**config.mk**
```make
export PLATFORM = sky130hd
export DESIGN_NAME = awgn_channel_flat
export DESIGN_NICKNAME = d
export VERILOG_FILES = /design/src/rtl/awgn_channel_if.sv /design/src/rtl/awgn_channel.sv /design/src/flat_wrapper.sv
export SDC_FILE = /design/constraint.sdc
export NUM_CORES = 1
export LEC_CHECK = 0
export ABC_AREA = 0
export ABC_CLOCK_PERIOD_IN_PS = 3900
export BUFFER_PORTS_ARGS = -buffer_cell sky130_fd_sc_hd__clkbuf_2
export CAP_MARGIN = 20
export CORE_MARGIN = 1.5
export CORE_UTILIZATION = 27
export CTS_CLUSTER_SIZE = 30
export DETAILED_ROUTE_END_ITERATION = 10
export GPL_ROUTABILITY_DRIVEN = 1
export PLACE_DENSITY = 0.49
export SYNTH_ARGS = -nofsm -noshare
export SYNTH_HDL_FRONTEND = slang
export SYNTH_SLANG_ARGS = --single-unit
```
**constraint.sdc**
```tcl
create_clock -name clk -period 3.9 [get_ports clk]
set_input_delay 0.78 -clock clk [delete_from_list [all_inputs] [get_ports clk]]
set_output_delay 0.78 -clock clk [all_outputs]
set_load 0.05 [all_outputs]
```
**src/rtl/awgn_channel_if.sv**
```systemverilog
// Sample stream handshake between transmitter, channel and receiver.
// The channel takes the slave modport; the driving side takes master.
interface awgn_channel_if;
  logic [15:0] datain;
  logic        readready;
  logic        waitwrite;
  logic [15:0] dataout;
  logic        writeready;
  logic        waitread;

  modport master (
    output datain, readready, waitread,
    input  waitwrite, dataout, writeready
  );

  modport slave (
    input  datain, readready, waitread,
    output waitwrite, dataout, writeready
  );
endinterface

```
**src/rtl/awgn_channel.sv**
```systemverilog
// Synthetic channel: adds shifted LFSR noise to each sample with saturation,
// then delays it through a stallable fixed-depth pipeline.
module awgn_channel #(
  parameter int          DELAY       = 3,
  parameter int          NOISE_SHIFT = 4,
  parameter logic [15:0] LFSR_SEED   = 16'hACE1
) (
  input  logic        clk,
  input  logic        reset,
  awgn_channel_if.slave bus,
  input  logic        noise_en,
  output logic [15:0] clip_count
);
  // An all-zero Galois LFSR never leaves zero.
  localparam logic [15:0] SEED = (LFSR_SEED == 16'h0000) ? 16'h0001 : LFSR_SEED;

  logic [DELAY-1:0]   stage_valid;
  logic signed [15:0] stage_data [DELAY];
  logic [15:0]        lfsr;

  logic               advance;
  logic               accept;
  logic signed [15:0] noise;
  logic signed [16:0] sum;
  logic signed [15:0] result;
  logic               clip;

  assign advance       = ~(bus.writeready & bus.waitread);
  assign bus.waitwrite = ~advance;
  assign accept        = bus.readready & advance;

  assign noise = noise_en ? ($signed(lfsr) >>> NOISE_SHIFT) : 16'sd0;
  assign sum   = $signed({bus.datain[15], bus.datain}) + $signed({noise[15], noise});

  always_comb begin
    result = sum[15:0];
    clip   = 1'b0;
    // Bits 16 and 15 disagree only when the 17-bit sum is outside 16-bit range.
    if (sum[16] != sum[15]) begin
      clip   = 1'b1;
      result = sum[16] ? 16'sh8000 : 16'sh7FFF;
    end
  end

  always_ff @(posedge clk) begin
    if (reset) begin
      stage_valid <= '0;
      for (int i = 0; i < DELAY; i++) stage_data[i] <= '0;
      lfsr       <= SEED;
      clip_count <= '0;
    end else if (advance) begin
      stage_valid[0] <= accept;
      stage_data[0]  <= result;
      for (int i = 1; i < DELAY; i++) begin
        stage_valid[i] <= stage_valid[i-1];
        stage_data[i]  <= stage_data[i-1];
      end
      if (accept) begin
        lfsr <= lfsr[0] ? ((lfsr >> 1) ^ 16'hB400) : (lfsr >> 1);
        if (clip && (clip_count != 16'hFFFF)) clip_count <= clip_count + 16'd1;
      end
    end
  end

  assign bus.dataout    = stage_data[DELAY-1];
  assign bus.writeready = stage_valid[DELAY-1];
endmodule
```
**src/flat_wrapper.sv**
```systemverilog
// flat-port wrapper written by rule: the top's interface ports become plain ports
module awgn_channel_flat 
#(
  parameter int          DELAY       = 3,
  parameter int          NOISE_SHIFT = 4,
  parameter logic [15:0] LFSR_SEED   = 16'hACE1
)
  (clk, reset, noise_en, clip_count, bus_datain, bus_readready, bus_waitread, bus_waitwrite, bus_dataout, bus_writeready);
  awgn_channel_if bus_i ();
  input  logic clk;
  input  logic reset;
  input  logic noise_en;
  output logic [15:0] clip_count;
  input wire logic [$bits(bus_i.datain)-1:0] bus_datain;
  input wire logic [$bits(bus_i.readready)-1:0] bus_readready;
  input wire logic [$bits(bus_i.waitread)-1:0] bus_waitread;
  output wire logic [$bits(bus_i.waitwrite)-1:0] bus_waitwrite;
  output wire logic [$bits(bus_i.dataout)-1:0] bus_dataout;
  output wire logic [$bits(bus_i.writeready)-1:0] bus_writeready;
  assign bus_i.datain = bus_datain;
  assign bus_i.readready = bus_readready;
  assign bus_i.waitread = bus_waitread;
  assign bus_waitwrite = bus_i.waitwrite;
  assign bus_dataout = bus_i.dataout;
  assign bus_writeready = bus_i.writeready;
  awgn_channel #(.DELAY(DELAY), .NOISE_SHIFT(NOISE_SHIFT), .LFSR_SEED(LFSR_SEED)) u_core (.clk(clk), .reset(reset), .bus(bus_i), .noise_en(noise_en), .clip_count(clip_count));
endmodule
```
==> flow_summary.ini <==
[sta]
final.setup_skew_ns = 0.00735
post-route-min-period_ns = 3.46
slew_viol_final = 0
hold_viol = 0
tightest_slew_ns = 0.565
timing.final.crit_share = 0.888
slew_headroom = 0.622
fmax_ghz = 0.289
setup_violations = 0
finalSetupTns_ns = 0
rsz0062_at_grt = false

[cts]
cts_buffers = 9
postCtsResizedCells = 0
cts_root_buf = clkbuf_16
htreeDepth = 3
cts_tree = yes
cts.clk_slew.worst_paths_ns = 0.07
cts_hold_buf = 0
cts_setup_buffers = 0
cts_max_path_buffers = 2
insertion_delay_ns = 0.35
cts.sinks = 83

[yosys]
async_flop_share = 0
synth_top_cell_by_area = edfxtp_1
seq_area_frac_synth = 0.476
synth_top_area_share = 0.320
synth_most_common_cell = nand2_1
synth_nets = 507
synth_area_leaders = edfxtp_1 (32%), dfxtp_1 (16%), and2_1 (6.4%)
synth-edff-count = 48
synth_common_cells = nand2_1 (62), edfxtp_1 (48), and2_1 (46)
syn_area_um2 = 4500
synth_ff_type = edfxtp_1
avgSynthCellArea_um2 = 9.62
ys_ff_latch = 83
synth.yosys.warnings = 0
syn_inst = 468
synth_cell_types = 47

[placement]
place.gp.congestion = 0.781
dp_hpwl_mm = 6.88
placement.io_buffers = 54

[floorplan]
die-area_um2 = 17500
die_w_um = 132
core_um2 = 16400
initial_utilization = 0.274
num_rows = 47
die_y_um = 132
ios = 55

[status]
outcome = completed

[drt]
wl_per_cell_um = 13.0
totalWireLength_mm = 9.48
viasPerCell = 4.66
route.detailed.drc = 0
drt_iter0_drc = 148
final_antenna_net_count = 0
dr.pass1.iters = 4
vias = 3387

[power]
power_density_nw_per_um2 = 451
p_leak_nw = 2.15
ir_worst_vdd_uv = 226

[finish]
antenna-diode-count = 0
regArea_um2 = 2140
multi_input_area_um2 = 2110
fin_util = 0.316
fillCellCount = 1707
nets = 541
layout-drive-gt1-share = 0.170
area_delta_synth_final_pct = 15.3

[worst_setup_path]
worst_r2r_path_depth = 12
worstSetupPathType = in -> reg
start_kind = primary input
crit_fanout = 19
required_ns = 4.14
endpoint_kind = flop
crit_arrival_ns = 3.70

[grt]
gr-total-overflow = 0
grt_pass1_wl_mm = 15.6
antenna_found_initial = 0
grtUsageTotal = 0.111
first_global_vias = 3162
grt_max_degree = 40

[job]
drv_cap = 0

[hold_path]
hold_depth = 2
hp-class = reg -> reg
cell usage in the layout (no fill, tap or decap), drive strengths merged, types with 3 or more instances in the layout:
master,instances
a211o,5
a211oi,3
a21o,5
a21oi,41
a221oi,12
and2,46
and3,10
buf,9
clkbuf,63
dfxtp,35
edfxtp,48
ha,17
inv,13
nand2,63
nand2b,6
nand3,7
nand3b,6
nand4,11
nor2,16
nor2b,3
o211ai,5
o21ai,23
o31ai,4
or2,4
or3,12
or4,4
xnor2,12
xor2,4
sequential cells by signal, indices dropped and copies added, names as in the netlist:
name and count:
u_core.lfsr 16, u_core.stage_data 48, u_core.clip_count 16, u_core.stage_valid 3
worst paths after layout:
kind,startpoint,to,slack [ns]
setup reg to reg,u_core.lfsr[4]$_SDFFE_PP0P_,u_core.clip_count[14]$_SDFFE_PP0P_,0.76
hold reg to reg,u_core.stage_valid[1]$_SDFFE_PP0N_,u_core.stage_valid[1]$_SDFFE_PP0N_,0.46
setup / recovery,noise_en,u_core.clip_count[14]$_SDFFE_PP0P_,0.44
hold / removal,u_core.stage_valid[1]$_SDFFE_PP0N_,u_core.stage_valid[1]$_SDFFE_PP0N_,0.46
per-stage QoR:
stage	worst slack (ns)	power, mW	hold slack (ns)	area (um2)	cells
3_5_place_dp	0.0939	1.51	0.449	4890	711
5_1_grt	0.219	2.46	0.481	5190	727
4_1_cts	0.466	2.37	0.463	5190	727
6_report	0.438	2.34	0.460	5190	727
3_3_place_gp	0.201	1.50	0.442	4890	711
2_1_floorplan	0.395	1.42	0.432	4500	468
cells by family after synthesis:
logic type / after synthesis / share of synthesized area
and+or+nand+nor: 194 / 0.228
AOI/OAI and AO/OA: 107 / 0.152
DFF: 83 / 0.476
buffers and inverters: 47 / 0.0545
adders and majority gates: 18 / 0.0517
xor gates and xnor gates: 16 / 0.0311
muxes: 3 / 0.00695
area by class of cell:
cell class              count  area share
clock inverters             7      0.0137
flip-flops and latches     83       0.413
repair buffers             63      0.0651
clock buffers               9      0.0434
inverters                   7     0.00506
multi-input cells         338       0.407
well taps                 220      0.0530
layer usage:
| layer | vias up | GRT usage | wire [um] |
|---|---|---|---|
| met5 | - | 0 | 0 |
| met4 | 0 | 0.0407 | 140 |
| met3 | 11 | 0.0323 | 381 |
| met2 | 67 | 0.172 | 4320 |
| met1 | 1561 | 0.147 | 4640 |
| li1 | 1748 | - | - |
report_power, final:
part	switching (mW)	total, mW	leakage (nW)	internal, mW
registers	0.0236	1.04	0.852	1.01
clock network	0.389	0.844	0.148	0.455
logic	0.291	0.459	1.15	0.167
total	0.704	2.34	2.15	1.64
worst max-delay path: stages:
cell and delay, ns:
clkbuf_2 0.16, and2_1 0.25, ha_1 0.39, and3_1 0.22, a221o_1 0.39, a221oi_4 0.30, nand2_2 0.14, xor2_1 0.17
buf_4 0.19, nor4_1 0.33, mux2_2 0.37
(Power assumes the default switching activity.)
